**config.mk**
```make
export PLATFORM = sky130hd
export DESIGN_NAME = fft_sample_router
export DESIGN_NICKNAME = d
export VERILOG_FILES = /design/src/rtl/fft_pkg.sv /design/src/rtl/bit_reverse.sv /design/src/rtl/fft_sample_router.sv
export SDC_FILE = /design/constraint.sdc
export NUM_CORES = 1
export LEC_CHECK = 0
export CORE_MARGIN = 2
export CORE_UTILIZATION = 46
export DETAILED_ROUTE_END_ITERATION = 16
export HOLD_SLACK_MARGIN = 0.15
export MAX_ROUTING_LAYER = met4
export PLACE_DENSITY = 0.84
export SLEW_MARGIN = 10
export SYNTH_ARGS = -nofsm -noshare
export SYNTH_HDL_FRONTEND = slang
export SYNTH_SLANG_ARGS = --single-unit
```
**constraint.sdc**
```tcl
create_clock -name clk -period 3.02 [get_ports clk]
set_clock_uncertainty 0.1 [all_clocks]
set_input_delay 0.453 -clock clk [delete_from_list [all_inputs] [get_ports clk]]
set_output_delay 0.453 -clock clk [all_outputs]
set_load 0.02 [all_outputs]
```
**src/rtl/fft_pkg.sv**
```systemverilog
// rtl/fft_pkg.sv - shared constants, router state and index helpers for the 32-point FFT
//
// Purpose: common definitions for the FFT input loader and the output-reorder stage.
//   N_POINTS / LOG2N       : transform size and index width
//   BANKS / BANK_DEPTH     : four sample banks of eight entries each
//   router_state_t         : loader FSM states (LOAD accepts samples, FULL waits for ack)
//   bitrev5()              : 5-bit index bit reversal
package fft_pkg;

  localparam int N_POINTS   = 32;
  localparam int LOG2N      = 5;
  localparam int BANKS      = 4;
  localparam int BANK_DEPTH = 8;

  typedef enum logic [0:0] {
    LOAD = 1'b0,
    FULL = 1'b1
  } router_state_t;

  function automatic logic [LOG2N-1:0] bitrev5(input logic [LOG2N-1:0] idx);
    logic [LOG2N-1:0] r;
    r = '0;
    for (int k = 0; k < LOG2N; k++) begin
      r[k] = idx[LOG2N-1-k];
    end
    return r;
  endfunction

endpackage

```
**src/rtl/bit_reverse.sv**
```systemverilog
// rtl/bit_reverse.sv - combinational index bit reversal
//
// Purpose: mirrors the bit order of an index; shared by the input loader and the
// output-reorder stage.
// Ports:
//   in_idx  : natural-order index
//   out_idx : bit-reversed index (in_idx[0] lands in out_idx[WIDTH-1])
module bit_reverse
  import fft_pkg::*;
#(
  parameter int WIDTH = LOG2N
) (
  input  logic [WIDTH-1:0] in_idx,
  output logic [WIDTH-1:0] out_idx
);

  always_comb begin
    out_idx = '0;
    for (int k = 0; k < WIDTH; k++) begin
      out_idx[k] = in_idx[WIDTH-1-k];
    end
  end

endmodule

```
**src/rtl/fft_sample_router.sv**
```systemverilog
// rtl/fft_sample_router.sv - natural-order sample loader into bit-reversed FFT banks
//
// Purpose: accepts a serial natural-order sample stream and writes each sample into
// one of four 8-entry banks at its bit-reversed position, so the FFT core sees its
// input in decimation-in-time order. After 32 samples the frame is held until the
// core acknowledges it.
// Ports:
//   clk, rst    : clock, asynchronous active-high reset
//   in_data     : natural-order sample
//   in_valid    : in_data is valid
//   in_ready    : router can accept a sample (decoded from state only)
//   frame_ack   : one-cycle pulse from the FFT core, banks consumed
//   demux_data  : registered sample to the 1:4 demux
//   demux_sel   : registered bank select (bit-reversed index [4:3])
//   bank_addr   : registered in-bank address (bit-reversed index [2:0])
//   bank_we     : registered write strobe
//   sample_cnt  : samples accepted in the current frame, modulo 32
//   frame_ready : a complete frame is resident in the banks
module fft_sample_router
  import fft_pkg::*;
#(
  parameter int number_bits = 16
) (
  input  logic                   clk,
  input  logic                   rst,
  input  logic [number_bits-1:0] in_data,
  input  logic                   in_valid,
  output logic                   in_ready,
  input  logic                   frame_ack,
  output logic [number_bits-1:0] demux_data,
  output logic [1:0]             demux_sel,
  output logic [2:0]             bank_addr,
  output logic                   bank_we,
  output logic [4:0]             sample_cnt,
  output logic                   frame_ready
);

  router_state_t    state;
  logic             accept;
  logic             last_accept;
  logic             last_wr;
  logic             ack_taken;
  logic [LOG2N-1:0] rev_idx;

  bit_reverse #(.WIDTH(LOG2N)) u_bit_reverse (
    .in_idx  (sample_cnt),
    .out_idx (rev_idx)
  );

  // State is a flop, so in_ready has no combinational path from any input.
  assign in_ready    = (state == LOAD);
  assign accept      = in_valid && in_ready;
  assign last_accept = accept && (sample_cnt == 5'd31);

  // An ack only counts once frame_ready is already up; this drops acks that land
  // on the final accept or in the one-cycle gap before frame_ready rises.
  assign ack_taken   = frame_ack && frame_ready;

  always_ff @(posedge clk or posedge rst) begin
    if (rst) begin
      state       <= LOAD;
      sample_cnt  <= '0;
      demux_data  <= '0;
      demux_sel   <= '0;
      bank_addr   <= '0;
      bank_we     <= 1'b0;
      last_wr     <= 1'b0;
      frame_ready <= 1'b0;
    end else begin
      bank_we <= accept;
      last_wr <= last_accept;

      if (accept) begin
        demux_data <= in_data;
        demux_sel  <= rev_idx[4:3];
        bank_addr  <= rev_idx[2:0];
        sample_cnt <= sample_cnt + 5'd1;
      end

      case (state)
        LOAD: if (last_accept) state <= FULL;
        FULL: if (ack_taken)   state <= LOAD;
        default:               state <= LOAD;
      endcase

      // last_wr is high in the cycle carrying the final bank_we, so frame_ready
      // rises on the edge that ends that cycle.
      if (ack_taken) begin
        frame_ready <= 1'b0;
      end else if (last_wr) begin
        frame_ready <= 1'b1;
      end
    end
  end

endmodule

```
After elaboration in Yosys (flattened, before gate mapping)
Cells that the tools add are included.
W data, S select, Z words.
- flip-flop bits (word level): 30
- output and inout port bits: 29
- input bits: 20
- word-level logic and storage cells: 20
- bitwise logic cells: 1
- equal/unequal tests: 1
- reduce and logical (&&, ||, !) cells: 4
- multiplexer cells: 5
- add/sub/neg operators: 1
- operator list (kind ; number):
    $add A5 B1 Y5 const B ; 1
    $eq A5 B5 Y1 const B ; 1
    $mux W1 ; 4
    $logic_and A1 B1 Y1 ; 3
    $pmux W1 S2 ; 1
    $reduce_bool A2 Y1 ; 1
    $not A1 Y1 ; 1

Logic depth before layout (Yosys ltp)
- word-level depth: 5
- mapped depth: 5
- mapped depth without buffers: 5

By module
From an unflattened synthesis, not the netlist that was laid out.
- cell total of the unflattened synthesis: 77
- area, all modules: 1285.0 um^2
- modules (own cells, without submodules) (module ; times used ; cells an instance ; area each (um^2)):
    fft_sample_router ; 1 ; 72 ; 1247.4
    bit_reverse ; 1 ; 5 ; 37.5

Least setup slack after synthesis
OpenSTA, ideal clock, no wires.
- kind: register to register
- from: register sample_cnt[0]
- to: register sample_cnt[4]
- data arrival time: 1.418 ns
- period minus slack after synthesis: 1.643 ns
- stages on the path, launching flop included: 5
- slack: 1.377 ns
- path through: dfrtp_1 -> ha_1 -> and3_1 -> ha_1 -> mux2_2
- cells in the longest elaborated chain, start to end: 1
- ends and longest elaborated chain (item ; line ; RTL):
    start: declaration ; fft_sample_router.sv:34 ; output logic [4:0] sample_cnt,
    start signal: assignment ; fft_sample_router.sv:77 ; sample_cnt <= sample_cnt + 5'd1;
    $add A5 B1 Y5 ; fft_sample_router.sv:77 ;
Every way passes these cells.
A chain may end at the register's enable or synchronous reset.

Final worst setup path
- from: register state
- to: output port in_ready
- cells in the longest elaborated chain, start to end: 1
- ends and longest elaborated chain (item ; line ; RTL):
    start: declaration ; fft_sample_router.sv:38 ; router_state_t state;
    start signal: assignment ; fft_sample_router.sv:61 ; state <= LOAD;
    start signal: assignment ; fft_sample_router.sv:81 ; LOAD: if (last_accept) state <= FULL;
    start signal: assignment ; fft_sample_router.sv:82 ; FULL: if (ack_taken) state <= LOAD;
    $not A1 Y1 ; -- ;
    end: declaration ; fft_sample_router.sv:28 ; output logic in_ready,
Every way passes these cells.

==> summary.md <==
| Metric | Value |
|---|---|
| Worst VDD drop | 0.000647 V |
| Largest net degree at the start of global routing | 18 |
| Initial core utilization | 49.5% |
| Nets | 148 |
| Post_cts resized | 0 |
| Final setup violation count | 0 |
| CTS tree | done |
| Vias | 761 |
| Top cells by area, synth | dfrtp_1 (60%), mux2_4 (18%), mux2_2 (7.2%) |
| Crit path largest cell delay | 0.60 ns |
| Hold WC Path Type | input pin to asynchronous set/reset pin |
| Final wirelength | 2380 um |
| Buffers plus inverters on the worst setup path | 2 |
| ANT nets after route | 0 |
| Initial antenna violation count | 0 |
| DRT Pass-1 Iters | 4 |
| Relative slew margins | 63.5% |
| Yosys top cell by area | dfrtp_1 |
| Slowest cell on crit path | clkdlybuf4s50_1 |
| Transition time of the tightest slew-check pin | 0.547 ns |
| Dpl ws | 0.732 ns |
| Number of port buffers | 48 |
| Final std cells w/o fill | 157 |
| H-tree depth | 2 |
| Yosys top cell area share | 60.1% |
| RSZ-0062 raised after global routing | false |
| Synthesized area | 1250 um^2 |
| CP delay by family, top | buffers and inverters |
| R2r worst-path depth | 3 |
| Post-DP Area | 1740 um^2 |
| Core area | 2520 um^2 |
| Layout cells sized above 1 | 27.6% |
| Grt total ovfl | 0 |
| DR WL/cell | 15.2 um |
| Clock root buffer | clkbuf_4 |
| Slew Limit Fails | 0 |
| Synthesis Warnings | 0 |
| Synth Instances | 72 |
| Global-route wire length before repair | 3930 um |
| #FFs+latches synth | 30 |
| Worst reg-to-reg setup slack | 1.24 ns |
| Post-CTS Setup Bufs | 0 |
| Initial drt markers | 13 |
| Status | complete, no violations |
| Fillers | 179 |
| Placer Congestion | 0.727 |
| Die width | 56.1 um |
| Post-CTS Hold Fix Bufs | 0 |
| Leak | 0.801 nW |
| DP HPWL | 1750 um |
| Max-cap violation count | 0 |
| Setup WS post-layout | 0.994 ns |
| Clk Latency, worst-skew pair | 0.33 ns |
| Fin. Hold Viols | 0 |
| DRC viols | 0 |
| RR Startpoint | state |
| Most frequent cells in the layout | clkdlybuf4s50_1 (48), dfrtp_1 (30), mux2_4 (15) |
| Vias in the first global route | 864 |
| Die ar. | 3150 um^2 |
| Row Count | 18 |
| Critical path, cell by cell | inv_1 > clkdlybuf4s50_1 |
| Clock buffer depth | 2 |
| Total Neg Setup Slack | 0 ns |
| Area delta synth->final | 43.8% |
| Syn Area/Cell | 17.3 um^2 |
| Sink Count | 30 |
| Vias per inst | 4.85 |
| Commonest non-fill, non-tap cell in the layout | clkdlybuf4s50_1 |
| Antenna diode count | 0 |
| Worst setup EP type | output port |
| Worst Path Max Fanout | 4 |
| CP startpoint kind | flip-flop |
| Worst endpoint required time | 2.47 ns |
| Fin area | 1800 um^2 |
| Minimum clock period | 2.03 ns |
| Die span in y | 56.1 um |
| Clock slew at reported path FFs | 0.09 ns |
| Synth cell types | 17 |
| Fin crit share | 67.1% |
| Placed Cells | 149 |
| I/O pins | 49 |
| Fmax | 0.493 GHz |
| Critical path type | flip-flop to output port |
| PwrDens | 1010 nW/um^2 |
| Number of CTS-inserted buffers | 5 |
| Syn nets | 94 |
| Register area share after synthesis | 60.1% |
| Crit path DAT | 1.47 ns |
| Reg2reg end | bank_addr[2] |
| Gr usage total | 17.2% |
worst max-delay path by stage:
| stage | cells after the start | start | to |
|---|---|---|---|
| floorplan | 4 | sample_cnt[0] | sample_cnt[4] |
| global route | 2 | state | in_ready |
| finish | 2 | state | in_ready |
| CTS | 1 | sample_cnt[0] | sample_cnt[0] |
| global placement | 4 | in_valid | demux_sel[1] |
| detailed placement | 4 | in_valid | demux_sel[1] |
per-layer routing:
metal / share of wire (%) / track usage, % / vias up
met5: 0 / - / -
met4: 0.97 / 5.10 / 0
met3: 9.7 / 9.30 / 2
met2: 49 / 27.6 / 37
met1: 41 / 18.3 / 366
li1: - / - / 356
cells in the mapped netlist:
cell	number
ha_1	2
mux2_4	15
buf_6	1
buf_12	2
a21oi_1	1
xor2_1	1
mux2i_1	1
nand2_1	1
and2_2	1
and3_1	1
a31oi_1	1
inv_1	3
nor2b_2	1
mux2_2	8
xnor2_1	2
nand4_4	1
dfrtp_1	30
final cells by class:
type	instances	area, um^2	share of cell area [%]
clock buffers	7	55.1	3.07
clock inverters	1	5.00	0.279
inverters	3	11.3	0.627
multi-input cells	36	440	24.5
flip-flops and latches	30	751	41.8
well taps	30	37.5	2.09
repair buffers	50	495	27.6
cell families (layout without fill, tap and decap cells):
logic type | count (synthesis) | count (layout) | share of synthesized area, %
simple gates | 5 | 5 | 3.81
mux | 24 | 24 | 26.1
fa+ha+maj | 2 | 2 | 2.00
buf+inv | 6 | 61 | 5.01
flops | 30 | 30 | 60.1
compound gates | 2 | 2 | 0.902
xor+xnor | 3 | 3 | 2.10
power breakdown:
group / switching [mW] / internal [mW] / total (mW)
logic: 0.378 / 0.500 / 0.878
registers: 0.127 / 0.563 / 0.691
clock network: 0.134 / 0.113 / 0.246
sequential cells by signal (all words and copies together), names as in the netlist:
| register | count |
|---|---|
| demux_data | 16 |
| sample_cnt | 5 |
| bank_addr | 3 |
| demux_sel | 2 |
| bank_we | 1 |
| frame_ready | 1 |
| last_wr | 1 |
| state | 1 |
through the flow:
stage                     power (mW)  utilization [%]  hold slack [ns]
final                           1.82             71.2            0.367
after global routing            1.92             71.2            0.412
after CTS                       1.84             71.2            0.371
after detailed placement        1.59             68.8            0.391
after global placement          1.56             68.8            0.389
after floorplan                 1.20                -            0.374
No activity file was read; power rests on OpenSTA's default activity.
